[config.mk]
export PLATFORM = sky130hd
export DESIGN_NAME = fifo_burst_reader_flat
export DESIGN_NICKNAME = d
export VERILOG_FILES = /design/src/rtl/fifo_burst_reader_if.sv /design/src/rtl/fifo_burst_reader.sv /design/src/flat_wrapper.sv
export SDC_FILE = /design/constraint.sdc
export NUM_CORES = 1
export LEC_CHECK = 0
export BUFFER_PORTS_ARGS = -buffer_cell sky130_fd_sc_hd__buf_2
export CAP_MARGIN = 40
export CELL_PAD_IN_SITES_DETAIL_PLACEMENT = 2
export CELL_PAD_IN_SITES_GLOBAL_PLACEMENT = 2
export CORE_ASPECT_RATIO = 1.75
export CORE_UTILIZATION = 41
export DETAILED_ROUTE_END_ITERATION = 8
export GPL_TIMING_DRIVEN = 1
export HOLD_SLACK_MARGIN = 0.1
export PLACE_DENSITY = 0.77
export SYNTH_ARGS = -nofsm -noshare
export SYNTH_HDL_FRONTEND = slang
export SYNTH_SLANG_ARGS = --single-unit
[constraint.sdc]
create_clock -name sys_clk -period 2.1 [get_ports sys_clk]
set_input_delay 0.105 -clock sys_clk [delete_from_list [all_inputs] [get_ports sys_clk]]
set_output_delay 0.105 -clock sys_clk [all_outputs]
set_load 0.01 [all_outputs]
[src/rtl/fifo_burst_reader_if.sv]
// Valid/ready stream carrying framed bursts out of fifo_burst_reader.
// The master drives data and framing markers; the slave returns ready.
interface fifo_burst_reader_if #(
  parameter int DATA_WIDTH = 16
);
  logic                  valid;
  logic                  ready;
  logic [DATA_WIDTH-1:0] data;
  logic                  sop;
  logic                  eop;

  modport master (output valid, data, sop, eop, input ready);
  modport slave  (input valid, data, sop, eop, output ready);
endinterface

[src/rtl/fifo_burst_reader.sv]
// Drains a registered-read FIFO into fixed-length bursts on a valid/ready stream.
// A small buffer absorbs the one-cycle read latency so a stalled consumer never loses words.
module fifo_burst_reader #(
  parameter int DATA_WIDTH = 16,
  parameter int BURST_LEN  = 4,
  parameter int BUF_DEPTH  = 4
) (
  input  logic                  sys_clk,
  input  logic                  sys_rst_n,
  input  logic                  enable,
  input  logic                  fifo_empty,
  input  logic [DATA_WIDTH-1:0] fifo_data,
  output logic                  fifo_rd_req,
  fifo_burst_reader_if.master   m,
  output logic                  busy,
  output logic                  burst_done
);
  localparam int PTR_W = $clog2(BUF_DEPTH);
  localparam int OCC_W = PTR_W + 1;
  localparam int CNT_W = $clog2(BURST_LEN);
  localparam logic [OCC_W:0]   DEPTH_X   = (OCC_W + 1)'(BUF_DEPTH);
  localparam logic [CNT_W-1:0] LAST_BEAT = CNT_W'(BURST_LEN - 1);

  typedef enum logic [1:0] {
    IDLE  = 2'd0,
    READ  = 2'd1,
    DRAIN = 2'd2
  } state_t;

  state_t                state_r;
  state_t                state_next_s;
  logic [DATA_WIDTH-1:0] mem_r [BUF_DEPTH];
  logic [PTR_W-1:0]      wr_ptr_r;
  logic [PTR_W-1:0]      rd_ptr_r;
  logic [OCC_W-1:0]      occ_r;
  logic                  inflight_r;
  logic [CNT_W-1:0]      rd_cnt_r;
  logic [CNT_W-1:0]      bc_r;
  logic                  burst_done_r;
  logic                  rd_req_s;
  logic                  busy_s;
  logic                  valid_s;
  logic                  pop_s;
  logic                  eop_accept_s;
  logic                  last_read_s;

  // Reads are throttled on occupancy plus the word already in flight, never on m.ready.
  assign valid_s      = (occ_r != {OCC_W{1'b0}});
  assign pop_s        = valid_s && m.ready;
  assign eop_accept_s = pop_s && (bc_r == LAST_BEAT);
  assign last_read_s  = rd_req_s && (rd_cnt_r == LAST_BEAT);

  always_ff @(posedge sys_clk or negedge sys_rst_n) begin
    if (!sys_rst_n) begin
      state_r <= IDLE;
    end else begin
      state_r <= state_next_s;
    end
  end

  always_comb begin
    state_next_s = state_r;
    case (state_r)
      IDLE: begin
        if (enable && !fifo_empty) state_next_s = READ;
        else                       state_next_s = IDLE;
      end
      READ: begin
        if (last_read_s) state_next_s = DRAIN;
        else             state_next_s = READ;
      end
      DRAIN: begin
        if (eop_accept_s) begin
          if (enable && !fifo_empty) state_next_s = READ;
          else                       state_next_s = IDLE;
        end else begin
          state_next_s = DRAIN;
        end
      end
      default: state_next_s = IDLE;
    endcase
  end

  always_comb begin
    rd_req_s = 1'b0;
    busy_s   = 1'b0;
    case (state_r)
      IDLE: begin
        rd_req_s = 1'b0;
        busy_s   = 1'b0;
      end
      READ: begin
        rd_req_s = !fifo_empty &&
                   (({1'b0, occ_r} + {{OCC_W{1'b0}}, inflight_r}) < DEPTH_X);
        busy_s   = 1'b1;
      end
      DRAIN: begin
        rd_req_s = 1'b0;
        busy_s   = 1'b1;
      end
      default: begin
        rd_req_s = 1'b0;
        busy_s   = 1'b0;
      end
    endcase
  end

  // Buffer, read/beat counters and the done pulse; reset discards everything in flight.
  always_ff @(posedge sys_clk or negedge sys_rst_n) begin
    if (!sys_rst_n) begin
      for (int i = 0; i < BUF_DEPTH; i++) begin
        mem_r[i] <= {DATA_WIDTH{1'b0}};
      end
      wr_ptr_r     <= {PTR_W{1'b0}};
      rd_ptr_r     <= {PTR_W{1'b0}};
      occ_r        <= {OCC_W{1'b0}};
      inflight_r   <= 1'b0;
      rd_cnt_r     <= {CNT_W{1'b0}};
      bc_r         <= {CNT_W{1'b0}};
      burst_done_r <= 1'b0;
    end else begin
      inflight_r   <= rd_req_s;
      burst_done_r <= eop_accept_s;
      if (rd_req_s) begin
        rd_cnt_r <= last_read_s ? {CNT_W{1'b0}} : rd_cnt_r + CNT_W'(1);
      end else begin
        rd_cnt_r <= rd_cnt_r;
      end
      if (inflight_r) begin
        mem_r[wr_ptr_r] <= fifo_data;
        wr_ptr_r        <= wr_ptr_r + PTR_W'(1);
      end else begin
        wr_ptr_r <= wr_ptr_r;
      end
      if (pop_s) begin
        rd_ptr_r <= rd_ptr_r + PTR_W'(1);
        bc_r     <= (bc_r == LAST_BEAT) ? {CNT_W{1'b0}} : bc_r + CNT_W'(1);
      end else begin
        rd_ptr_r <= rd_ptr_r;
        bc_r     <= bc_r;
      end
      case ({inflight_r, pop_s})
        2'b10:   occ_r <= occ_r + OCC_W'(1);
        2'b01:   occ_r <= occ_r - OCC_W'(1);
        default: occ_r <= occ_r;
      endcase
    end
  end

  assign fifo_rd_req = rd_req_s;
  assign busy        = busy_s;
  assign burst_done  = burst_done_r;
  assign m.valid     = valid_s;
  assign m.data      = mem_r[rd_ptr_r];
  assign m.sop       = valid_s && (bc_r == {CNT_W{1'b0}});
  assign m.eop       = valid_s && (bc_r == LAST_BEAT);
endmodule

[src/flat_wrapper.sv]
// flat-port wrapper written by rule: the top's interface ports become plain ports
module fifo_burst_reader_flat 
#(
  parameter int DATA_WIDTH = 16,
  parameter int BURST_LEN  = 4,
  parameter int BUF_DEPTH  = 4
)
  (sys_clk, sys_rst_n, enable, fifo_empty, fifo_data, fifo_rd_req, busy, burst_done, m_valid, m_data, m_sop, m_eop, m_ready);
  fifo_burst_reader_if #(.DATA_WIDTH(DATA_WIDTH)) m_i ();
  input  logic sys_clk;
  input  logic sys_rst_n;
  input  logic enable;
  input  logic fifo_empty;
  input  logic [DATA_WIDTH-1:0] fifo_data;
  output logic fifo_rd_req;
  output logic busy;
  output logic burst_done;
  output wire logic [$bits(m_i.valid)-1:0] m_valid;
  output wire logic [$bits(m_i.data)-1:0] m_data;
  output wire logic [$bits(m_i.sop)-1:0] m_sop;
  output wire logic [$bits(m_i.eop)-1:0] m_eop;
  input wire logic [$bits(m_i.ready)-1:0] m_ready;
  assign m_valid = m_i.valid;
  assign m_data = m_i.data;
  assign m_sop = m_i.sop;
  assign m_eop = m_i.eop;
  assign m_i.ready = m_ready;
  fifo_burst_reader #(.DATA_WIDTH(DATA_WIDTH), .BURST_LEN(BURST_LEN), .BUF_DEPTH(BUF_DEPTH)) u_core (.sys_clk(sys_clk), .sys_rst_n(sys_rst_n), .enable(enable), .fifo_empty(fifo_empty), .fifo_data(fifo_data), .fifo_rd_req(fifo_rd_req), .m(m_i), .busy(busy), .burst_done(burst_done));
endmodule
; Word level (Yosys, flattened, before mapping)
; Cells that the tools add are included.
[word_totals]
romBits = 0
input_bits = 21
elab_cells = 60
ramBits = 0
latch_bits = 0
output_inout_bits = 22
n_memories = 0
register_bits = 79
[op_classes]
div_mod_pow = 0
shift = 0
n_lt_le_gt_ge = 4
n_reduce_logical = 14
mul = 0
n_bitwise = 2
eq_ne = 6
n_addsub = 7
n_mux = 15
[op_table]
columns = cell, count
row1 = bitwise mux 64 bit, 1
row2 = 2-to-1 mux 16 bit, 3
row3 = binary-select mux 16 bit (select 2 bit), 1
row4 = demux 16 bit (select 2 bit), 1
row5 = adder 2 x 1 -> 2 bit (second input constant), 4
row6 = == test 2 bit (second input constant), 4
row7 = logical AND 1 bit, 8
row8 = 2-to-1 mux 2 bit, 4
row9 = >= comparator 3 bit (second input constant), 2
row10 = inverter 2 -> 3 bit, 2
row11 = case mux 2 bit (3 select lines), 1
row12 = case mux 3 bit (2 select lines), 1
row13 = adder 3 x 1 -> 4 bit, 1
row14 = == test 2 x 1 -> 1 bit (second input constant), 2
row15 = zero test 2 bit, 2
row16 = less-than comparator 4 x 3 -> 1 bit (second input constant), 1
row17 = adder 3 x 1 -> 3 bit (second input constant), 1
row18 = less-than comparator 3 x 1 -> 1 bit (second input constant), 1
row19 = 2-to-1 mux 1 bit, 3
row20 = nonzero test 3 bit, 1
row21 = subtractor 3 x 1 -> 3 bit (second input constant), 1
row22 = nonzero test 2 bit, 1
row23 = OR reduction 2 bit, 1
row24 = zero test 1 bit, 1

; Logic depth before layout (Yosys ltp)
; Gate-level depths: netlist (run 1).
[depth]
ltp_word = 7
ltp_mapped = 8

; Least setup slack after synthesis (run 1)
; Ideal clock, no wire load.
[synth_path]
path_kind = register -> register
startpoint = register u_core.occ_r[1]
endpoint = register u_core.occ_r[1]
setup_ns = 0.083
arrival_ns = 1.665
path_slack_ns = 0.352
required_ns = 2.017
path_stages_with_launch = 7
cell_sequence = dfrtp_1 -> o31ai_1 -> inv_1 -> ha_1 -> inv_1 -> fa_1 -> o21ai_0
[synth_via]
elab_chain_len = 4
elab_cells_between_ends = 8
[synth_lines]
columns = element, line_no
row1 = from (decl), fifo_burst_reader.sv:35  ; logic [OCC_W-1:0] occ_r;
row2 = from (signal assigned), fifo_burst_reader.sv:116  ; occ_r <= {OCC_W{1'b0}};
row3 = from (signal assigned), fifo_burst_reader.sv:143  ; 2'b10: occ_r <= occ_r + OCC_W'(1);
row4 = from (signal assigned), fifo_burst_reader.sv:144  ; 2'b01: occ_r <= occ_r - OCC_W'(1);
row5 = branches (longest 4 deep; another with subtractor 3 x 1 -> 3 bit), -
; Parallel ways; which one is timed is not known.
; A chain may end at the register's enable or synchronous reset.

; Worst setup path in the final report (run 1)
; Same ends and word-level chain as after synthesis.

==> out/summary.txt, run 1 <==
===========================================================================================
Outcome                                                                           completed
Sequential element share of the synthesized area                                      55.4%
Worst-case reg-to-reg path depth                                                          6
Maximum vdd ir drop                                                                0.640 mV
Path category of the worst min-delay check                                           in2reg
Worst Setup Slack, final                                                           0.235 ns
Maximum cell stage delay along the critical path                                    0.41 ns
Via density                                                                            5.17
Area growth from synthesis to layout                                                  23.8%
Longest Clk Path Bufs                                                                     2
Cells along the critical path                                                  o31ai_1 > inv_1 > ha_1 > inv_1 > fa_1 > o21ai_0
Final Wtd Congestion                                                                  0.719
Number of antenna violations at the first check in global routing                         0
Final sum of negative setup slack                                                      0 ns
Post-route minimum period                                                           1.87 ns
Final setup violation count                                                               0
Post-detailed-routing wire length                                                   8200 um
CTS buffer count                                                                          9
Proportion of power drawn by combinational gates                                      40.6%
CP arrival                                                                          2.10 ns
Post-synthesis cell type count                                                           28
WP data required                                                                    2.33 ns
Via count                                                                              2183
Cell count after placement                                                              391
Chip width                                                                          72.5 um
Wire length of the first global-routing pass                                       13800 um
Cell type group with the largest total delay on the critical path               adder cells
Core Area                                                                          8370 um2
Hold Path Depth                                                                           3
TritonCTS clock tree                                                                  built
FF+latch area                                                                      1980 um2
Post-route cell area                                                               4420 um2
Total of flip-flops plus latches after synthesis                                         79
Worst setup path class                                                              reg2reg
Power Internal                                                                      4.73 mW
Ports placed on the boundary                                                             43
Residual overflow from global routing                                                     0
Sequential share of power                                                             39.8%
Worst slack, placed                                                                0.259 ns
Power share of the clock group                                                        19.6%
Final-layout fill cell count                                                            798
Initial core utilization                                                              42.7%
Cell row count                                                                           44
Setup Buffers After CTS                                                                   0
Final-stage net count                                                                   339
Number of routed nets with antenna violations                                             0
Synth top area cells                                                           dfrtp_1, mux2_2, mux4_2
Switching power of the nets                                                         2.25 mW
Count of yosys warnings during synthesis                                                  0
Post-layout util                                                                      52.8%
Clk_skew                                                                         0.00322 ns
Setup repair after global routing missed its margin                                      no
Count of port buffers added during placement                                             42
Placed Area                                                                        3980 um2
Post-synth design cell area                                                        3570 um2
Worst path slowest cell                                                             dfrtp_1
Peak fanout along the critical path                                                       5
Startpoint class of the critical path                                             flip-flop
Share of layout cells above drive strength 1                                          47.9%
Post-synth top area share                                                             55.4%
Instance count of the mapped netlist                                                    232
Die height                                                                           125 um
Clock net sink count                                                                     79
TritonRoute pass-1 iters                                                                  4
Top library cells by usage in the layout, fill and taps aside                  dfrtp_1, mux2_2, buf_2
Depth of the critical timing path with buffers and inverters included                     6
Mean Syn Cell Area                                                                 15.4 um2
Fin cells                                                                               422
Most used cell along the critical path                                                inv_1
Maximum number of pins on one net before global-route repair                             42
Average wire per cell in the routed design                                          19.4 um
Switch share                                                                          32.3%
Critical path buffer and inverter count                                                   2
Total Die Area                                                                     9100 um2
Hold WS                                                                            0.116 ns
Final count of pins violating max slew                                                    0
Transition time of the tightest slew-check pin                                     0.561 ns
Detailed-route DRC error count                                                            0
Number of nets in the synthesized netlist                                               266
Combined global-route utilization of all metal layers                                 20.7%
Final Hold Fails                                                                          0
Max frequency                                                                       536 MHz
Number of design-rule violations left by the first detailed-router iteration             63
Number of maximum-capacitance constraint violations                                       0
Clock-pin slew of the registers on the worst-case setup and hold paths              0.06 ns
Area used by multi-input combinational logic                                       1490 um2
PD cells                                                                        1580 nW/um2
Final cycle utilization of the critical path                                          88.8%
Post-DP HPWL                                                                        5520 um
Max_slew headroom                                                                     62.6%
Type of element capturing the critical path                                       flip-flop
Static power due to leakage                                                         1.98 nW
Latest clock arrival within the worst-skew pair                                     0.33 ns
H-tree levels                                                                             3
Number of global-route vias before repair                                              2573
Number of antenna diodes                                                                  0
Area leader, netlist                                                                dfrtp_1
Root buffer selected by CTS                                                       clkbuf_16
Most frequent standard cell in the layout excluding fill and tap cells              dfrtp_1
Pwr Total                                                                           6.99 mW
===========================================================================================
-- layer usage --
layer | vias to the layer above | GRT usage [%] | part of all wire (%)
met2 | 34 | 36.8 | 57
met1 | 1168 | 23.9 | 39
li1 | 974 | - | -
met3 | 7 | 4.11 | 2.4
met4 | 0 | 8.30 | 1.2
met5 | - | 0 | 0
-- layout make-up --
class	instances	share of cell area [%]
Clock inverter	1	0.170
Clock buffer	12	5.58
Inverter	12	1.02
Multi-Input combinational cell	131	33.7
Sequential cell	79	44.7
Timing Repair Buffer	72	11.5
Tap cell	115	3.26
-- cell usage after synthesis --
cell and number:
nor2_1 4, o31ai_1 1, xor2_1 3, buf_6 1
o21ai_0 3, mux2_1 2, a32o_1 1, fa_1 1
nand3_1 4, and3_1 1, and2_2 2, nand2b_1 1
inv_1 12, buf_2 7, ha_1 12, mux4_2 16
o22ai_1 1, a41o_1 1, nand4_1 1, buf_4 1
or3_1 2, nor2b_1 1, clkbuf_1 1, o21ai_1 1
dfrtp_1 79, mux2_2 64, nand2_1 6, xnor2_1 3
-- path summary, 6_finish.rpt --
check	endpoint	slack, ns	from
setup reg to reg	u_core.occ_r[1]	0.23	u_core.occ_r[1]
hold reg to reg	u_core.mem_r[2]	0.49	u_core.mem_r[2]
min in group asynchronous	u_core.mem_r[36]	0.31	sys_rst_n
max in group asynchronous	u_core.mem_r[42]	1.21	sys_rst_n
hold / removal	u_core.bc_r[1]	0.12	m_ready
setup / recovery	u_core.occ_r[1]	0.23	u_core.occ_r[1]
-- power by group through the flow --
stage                     Clock (mW)  Sequential, mW  Combinational [mW]
after global routing            1.47            2.88                3.11
after floorplan                    0            2.58                2.07
after detailed placement           0            2.80                2.82
after global placement             0            2.72                2.71
after CTS                       1.42            2.77                2.87
final                           1.37            2.78                2.83
-- cells by family after synthesis --
logic type               Yosys count  share of synthesized area (%)
adder cells (fa/ha/maj)           13                           4.77
AO/OA/AOI/OAI                      8                           1.51
buffers and inverters             22                           2.87
XOR/XNOR                           6                           1.47
multiplexers                      82                           30.9
AND/OR/NAND/NOR                   22                           3.08
flip-flops                        79                           55.4
-- registers in the layout (all words and copies together), names as in the netlist --
| register | flops |
|---|---|
| u_core.mem_r | 64 |
| u_core.occ_r | 3 |
| u_core.bc_r | 2 |
| u_core.rd_cnt_r | 2 |
| u_core.rd_ptr_r | 2 |
| u_core.state_r | 2 |
| u_core.wr_ptr_r | 2 |
| u_core.burst_done | 1 |
| u_core.inflight_r | 1 |
-- repair_timing --
action / 4_1_cts / 5_1_grt
hold endpoints to repair: 103 / 0
resized for setup: 0 / 0
hold buffers: 18 / 0
endpoints found under the setup margin: 0 / 0
-- worst reg2reg max path: stages, from the launching register on --
cell     delay (ns)
dfrtp_1        0.41
o31ai_1        0.33
inv_1          0.13
ha_1           0.23
inv_1          0.08
fa_1           0.40
o21ai_0        0.20
(Power assumes the default switching activity.)
==> run 2: changes to the inputs <==
--- a/config.mk
+++ b/config.mk
@@ -5,7 +5,7 @@
 export SDC_FILE = /design/constraint.sdc
 export NUM_CORES = 1
 export LEC_CHECK = 0
-export BUFFER_PORTS_ARGS = -buffer_cell sky130_fd_sc_hd__buf_2
+export BUFFER_PORTS_ARGS = -buffer_cell sky130_fd_sc_hd__buf_4
 export CAP_MARGIN = 40
 export CELL_PAD_IN_SITES_DETAIL_PLACEMENT = 2
 export CELL_PAD_IN_SITES_GLOBAL_PLACEMENT = 2
@@ -13,7 +13,7 @@
 export CORE_UTILIZATION = 41
 export DETAILED_ROUTE_END_ITERATION = 8
 export GPL_TIMING_DRIVEN = 1
-export HOLD_SLACK_MARGIN = 0.1
+export HOLD_SLACK_MARGIN = 0.08
 export PLACE_DENSITY = 0.77
 export SYNTH_ARGS = -nofsm -noshare
 export SYNTH_HDL_FRONTEND = slang
==> run 2 against run 1 <==
Largest cell class unchanged; critical path type unchanged; power is 9.6% higher; die area is the same; critical endpoint unchanged; sequential power up 2%.
==> out/summary.txt, run 2 (synthesis results as in run 1) <==
===========================================================================================
Chip width                                                                          72.5 um
Share of layout cells above drive strength 1                                          48.6%
Type of element capturing the critical path                                       flip-flop
WP data required                                                                    2.35 ns
Hold WS                                                                            0.150 ns
Area used by multi-input combinational logic                                       1490 um2
CTS buffer count                                                                          9
Top library cells by usage in the layout, fill and taps aside                  dfrtp_1, mux2_2, buf_4
Area growth from synthesis to layout                                                  28.8%
Final setup violation count                                                               0
Number of antenna violations at the first check in global routing                         0
Residual overflow from global routing                                                     0
Flip-flop count of the largest register after layout                                     64
Final sum of negative setup slack                                                      0 ns
Final-layout fill cell count                                                            778
Post-route cell area                                                               4600 um2
Cell row count                                                                           44
Die height                                                                           125 um
Combined global-route utilization of all metal layers                                 23.3%
Biggest register                                                               u_core.mem_r
Longest Clk Path Bufs                                                                     2
Latest clock arrival within the worst-skew pair                                     0.34 ns
Count of port buffers added during placement                                             42
Number of antenna diodes                                                                  0
Max frequency                                                                       536 MHz
Switch share                                                                          32.0%
Final Wtd Congestion                                                                  0.689
Most frequent standard cell in the layout excluding fill and tap cells              dfrtp_1
Fin cells                                                                               426
Detailed-route DRC error count                                                            0
Clock net sink count                                                                     79
Number of routed nets with antenna violations                                             0
Post-route minimum period                                                           1.87 ns
Number of design-rule violations left by the first detailed-router iteration            138
Setup repair after global routing missed its margin                                      no
Final cycle utilization of the critical path                                          88.9%
Core Area                                                                          8370 um2
Via count                                                                              2228
CP arrival                                                                          2.11 ns
TritonCTS clock tree                                                                  built
Max_slew headroom                                                                     63.5%
Sequential share of power                                                             37.0%
Cell count after placement                                                              391
H-tree levels                                                                             3
Proportion of power drawn by combinational gates                                      41.0%
Static power due to leakage                                                         2.05 nW
Average wire per cell in the routed design                                          21.8 um
Post-detailed-routing wire length                                                   9300 um
Pwr Total                                                                           7.65 mW
Ports placed on the boundary                                                             43
Path category of the worst min-delay check                                           in2reg
Maximum number of pins on one net before global-route repair                             39
Startpoint class of the critical path                                             flip-flop
Top flop regs                                                                  u_core.mem_r x64, u_core.occ_r x3
FF+latch area                                                                      1980 um2
Number of gates given a new drive strength after cts                                      0
Clk_skew                                                                         0.00356 ns
Root buffer selected by CTS                                                       clkbuf_16
Worst Setup Slack, final                                                           0.234 ns
Initial core utilization                                                              42.7%
Peak fanout along the critical path                                                       5
Via density                                                                            5.23
Clock-pin slew of the registers on the worst-case setup and hold paths              0.06 ns
TritonRoute pass-1 iters                                                                  3
Number of global-route vias before repair                                              2632
Post-layout util                                                                      54.9%
Placed Area                                                                        4090 um2
PD cells                                                                        1660 nW/um2
Final Hold Fails                                                                          0
Switching power of the nets                                                         2.45 mW
Wire length of the first global-routing pass                                       15000 um
Power Internal                                                                      5.21 mW
Transition time of the tightest slew-check pin                                     0.547 ns
Worst setup path class                                                              reg2reg
Final-stage net count                                                                   340
Outcome                                                                           completed
Total Die Area                                                                     9100 um2
Power share of the clock group                                                        22.0%
Post-DP HPWL                                                                        5590 um
Final count of pins violating max slew                                                    0
Worst slack, placed                                                                0.244 ns
Number of maximum-capacitance constraint violations                                       0
Maximum vdd ir drop                                                                0.796 mV
===========================================================================================
[run 2: final timing paths]
kind,from,to,slack [ns],depth (start not counted)
min,fifo_empty,u_core.inflight_r,0.15,4
min in group asynchronous,sys_rst_n,u_core.mem_r[50],0.29,2
min reg2reg,u_core.mem_r[41],u_core.mem_r[41],0.50,1
max,u_core.occ_r[1],u_core.occ_r[1],0.23,6
max reg2reg,u_core.occ_r[1],u_core.occ_r[1],0.23,6
max in group asynchronous,sys_rst_n,u_core.mem_r[11],1.20,3
[run 2: worst max-delay path: stages, from the launching register on]
cell and delay (ns):
dfrtp_1 0.41, o31ai_1 0.33, inv_1 0.13, ha_1 0.23, inv_1 0.08, fa_1 0.41, o21ai_0 0.19
[run 2: power by group through the flow]
| stage | sequential [mW] | combinational [mW] | clock (mW) |
|---|---|---|---|
| 2_1_floorplan | 2.58 | 2.07 | 0 |
| 3_3_place_gp | 2.72 | 2.93 | 0 |
| 3_5_place_dp | 2.80 | 3.06 | 0 |
| 4_1_cts | 2.80 | 3.15 | 1.72 |
| 5_1_grt | 2.93 | 3.40 | 1.77 |
| 6_report | 2.83 | 3.14 | 1.68 |
[run 2: repair_timing]
item,in CTS,in global routing
endpoints found under the setup margin,0,0
hold buffers,19,0
buffers inserted,0,0
endpoints found under the hold margin,102,0
[run 2: area by class of cell]
| cell class | instances | share of cell area (%) |
|---|---|---|
| sequential | 79 | 43.0 |
| multi-input combinational | 131 | 32.4 |
| timing repair buffer | 73 | 13.5 |
| clock buffer | 11 | 5.28 |
| tap | 115 | 3.13 |
| clock inverter | 5 | 1.71 |
| inverter | 12 | 0.980 |
[run 2: routing by layer]
metal | part of all wire [%] | GRT usage (%) | vias to the layer above | wire length (um)
met3 | 2.2 | 3.46 | 16 | 203
met4 | 2.4 | 10.3 | 0 | 224
li1 | - | - | 985 | -
met5 | 0 | 0 | - | 0
met1 | 37 | 25.8 | 1186 | 3420
met2 | 59 | 42.6 | 41 | 5460
==> run 3: changes to the inputs <==
--- a/config.mk
+++ b/config.mk
@@ -5,12 +5,13 @@
 export SDC_FILE = /design/constraint.sdc
 export NUM_CORES = 1
 export LEC_CHECK = 0
+export ABC_AREA = 1
 export BUFFER_PORTS_ARGS = -buffer_cell sky130_fd_sc_hd__buf_4
 export CAP_MARGIN = 40
 export CELL_PAD_IN_SITES_DETAIL_PLACEMENT = 2
 export CELL_PAD_IN_SITES_GLOBAL_PLACEMENT = 2
 export CORE_ASPECT_RATIO = 1.75
-export CORE_UTILIZATION = 41
+export CORE_UTILIZATION = 35
 export DETAILED_ROUTE_END_ITERATION = 8
 export GPL_TIMING_DRIVEN = 1
 export HOLD_SLACK_MARGIN = 0.08
==> run 3 against run 2 <==
Sequential cell count unchanged; power decreased by 1.0%; clock power is 3% higher; worst hold slack worse by 0.067 ns; clock-buffer cell count grew 1; core utilization down 10 points; register-to-register slack worse by 0.03 ns; largest cell class unchanged; via count increased by 34%.
==> out/summary.txt, run 3 <==
===========================================================================================
Outcome                                                                           completed
Combined global-route utilization of all metal layers                                 20.9%
Count of flip-flops with a built-in enable after synthesis                                0
Setup repair after global routing missed its margin                                      no
Startpoint class of the critical path                                             flip-flop
TritonRoute pass-1 iters                                                                  4
Worst path slowest cell                                                             dfrtp_1
Most frequently used cell type in the post-synthesis netlist                        o21ai_0
PD cells                                                                        1720 nW/um2
Post-route minimum period                                                           1.90 ns
Type of element capturing the critical path                                       flip-flop
Number of nets in the synthesized netlist                                               436
Most frequent standard cell in the layout excluding fill and tap cells              o21ai_0
Count of port buffers added during placement                                             42
Total of flip-flops plus latches after synthesis                                         79
Reg2reg start                                                                  u_core.occ_r[0]
Number of global-route vias before repair                                              3378
Share of layout cells above drive strength 1                                          17.0%
Number of routed nets with antenna violations                                             0
Hold WS                                                                           0.0828 ns
Final count of pins violating max slew                                                    0
Post-synth top area share                                                             55.6%
Hold_sp                                                                        fifo_data[12]
Path category of the worst min-delay check                                           in2reg
Capture instance of the worst register-to-register path                        u_core.occ_r[2]
Detailed-route DRC error count                                                            0
Worst-case reg-to-reg path depth                                                         10
Peak fanout along the critical path                                                       6
Latest clock arrival within the worst-skew pair                                     0.34 ns
Initial core utilization                                                              36.1%
Total Die Area                                                                    10600 um2
Number of design-rule violations left by the first detailed-router iteration             78
Final-layout fill cell count                                                           1115
Final-stage net count                                                                   484
Minimum setup slack among reg-to-reg paths                                          0.20 ns
Post-synth design cell area                                                        3550 um2
Final sum of negative setup slack                                                      0 ns
Cell row count                                                                           48
Residual overflow from global routing                                                     0
Longest Clk Path Bufs                                                                     2
Biggest register                                                               u_core.mem_r
Clock net sink count                                                                     79
Root buffer selected by CTS                                                       clkbuf_16
Clock-pin slew of the registers on the worst-case setup and hold paths              0.06 ns
Max frequency                                                                       527 MHz
Final Wtd Congestion                                                                  0.734
Chip width                                                                          78.2 um
Area leader, netlist                                                                dfrtp_1
Hold path endpoint                                                             u_core.mem_r[28]
Via count                                                                              2991
Maximum number of pins on one net before global-route repair                             51
Fin cells                                                                               579
Worst Setup Slack, final                                                           0.204 ns
CTS buffer count                                                                          9
Hold Path Depth                                                                           3
Final setup violation count                                                               0
Maximum vdd ir drop                                                                0.602 mV
Die height                                                                           135 um
Proportion of register bits with asynchronous set or reset after synthesis             100%
Area growth from synthesis to layout                                                  23.9%
Worst setup path class                                                              reg2reg
Via density                                                                            5.17
Cell types with the highest counts after synthesis                             o21ai_0, dfrtp_1, nand2_1
Final cycle utilization of the critical path                                          90.3%
Ports placed on the boundary                                                             43
Sequential element share of the synthesized area                                      55.6%
Mean Syn Cell Area                                                                 8.84 um2
Maximum cell stage delay along the critical path                                    0.40 ns
Wire length of the first global-routing pass                                       16700 um
Flip-flop count of the largest register after layout                                     64
Number of antenna violations at the first check in global routing                         0
Clk_skew                                                                         0.00705 ns
Post-DP HPWL                                                                        6410 um
Count of yosys warnings during synthesis                                                  0
Post-synthesis cell type count                                                           21
WP data required                                                                    2.31 ns
Worst slack, placed                                                                0.123 ns
Number of antenna diodes                                                                  0
Static power due to leakage                                                         2.18 nW
Top flop regs                                                                  u_core.mem_r x64, u_core.occ_r x3
Post-detailed-routing wire length                                                   9910 um
Final Hold Fails                                                                          0
Cells along the critical path                                                  nor2_1 > nand2_2 > nand2_4 > inv_2 > ha_1 > inv_1 > fa_1 > a21oi_1 > o21ai_0 > xor2_1
Instance count of the mapped netlist                                                    402
Synth top area cells                                                           dfrtp_1, o21ai_0, nand2_1
Top library cells by usage in the layout, fill and taps aside                  o21ai_0, dfrtp_1, nand2_1
Number of maximum-capacitance constraint violations                                       0
H-tree levels                                                                             3
Max_slew headroom                                                                     55.1%
Core Area                                                                          9850 um2
CP arrival                                                                          2.11 ns
Cell count after placement                                                              561
Prevailing post-synth register cell                                                 dfrtp_1
Transition time of the tightest slew-check pin                                     0.672 ns
Average wire per cell in the routed design                                          17.1 um
TritonCTS clock tree                                                                  built
===========================================================================================
run 3: cell count changes in the layout (fill, tap and decap cells not counted), sizes merged, moves of 3 or more:
cell / delta
o21ai: +100
nand2: +74
mux2: -66
nor2: +37
inv: +24
dlygate4sd3: -16
mux4: -16
o22ai: +15
a21oi: +3
run 3: power breakdown:
part	switching, mW	internal [mW]	total (mW)
combinational	1.80	1.31	3.11
sequential	0.446	2.30	2.74
clock	0.598	1.13	1.73
run 3: area by class of cell:
cell class                 instances  area (um2)  area share (%)
tap                              125         156            3.55
clock buffer                      12         267            6.05
inverter                          37         139            3.15
multi-input combinational        265        1330            30.2
clock inverter                     3        65.1            1.48
timing repair buffer              58         468            10.6
sequential                        79        1980            44.9
run 3: what timing repair did:
action                     in CTS  in global routing
buffers inserted                0                  0
hold buffers                    3                  0
resized for setup               0                  1
setup endpoints to repair       0                  1
hold endpoints to repair       31                  0
run 3: metrics by stage:
stage	area [um2]	utilization, %	power [mW]
2_1_floorplan	3550	-	4.57
3_3_place_gp	4040	41.0	5.70
3_5_place_dp	4040	41.0	5.89
4_1_cts	4400	44.7	7.71
5_1_grt	4400	44.7	8.19
6_report	4400	44.7	7.58
run 3: critical path, delay by kind of cell, from the launching register on:
kind	cells	cell delay, ns
buffers and inverters	2	0.18
AOI/OAI and AO/OA	2	0.25
DFF	1	0.40
and+or+nand+nor	3	0.26
adders and majority gates	2	0.54
xor gates and xnor gates	1	0.15
run 3: worst max-delay path by stage:
stage                          startpoint               to  depth (start not counted)
after global placement    u_core.occ_r[0]  u_core.occ_r[2]                         10
after global routing      u_core.occ_r[0]  u_core.occ_r[2]                         10
final                     u_core.occ_r[0]  u_core.occ_r[2]                         10
after CTS                 u_core.occ_r[0]  u_core.occ_r[2]                         10
after detailed placement  u_core.occ_r[0]  u_core.occ_r[2]                         10
after floorplan           u_core.occ_r[0]  u_core.occ_r[2]                         10
run 3: kinds of logic (layout without fill, tap and decap cells):
logic type / after synthesis / count (layout) / synth area share, %
xor gates and xnor gates: 4 / 4 / 0.986
buffers and inverters: 58 / 110 / 6.90
and+or+nand+nor: 125 / 125 / 13.8
DFF: 79 / 79 / 55.6
adders and majority gates: 13 / 13 / 4.79
AOI/OAI and AO/OA: 123 / 123 / 17.9
run 3: metal layers:
| metal | GRT usage [%] | vias to the layer above | wire length (um) |
|---|---|---|---|
| met4 | 7.92 | 0 | 165 |
| met1 | 22.8 | 1537 | 3970 |
| met5 | 0 | - | 0 |
| li1 | - | 1403 | - |
| met3 | 3.84 | 13 | 243 |
| met2 | 39.1 | 38 | 5530 |
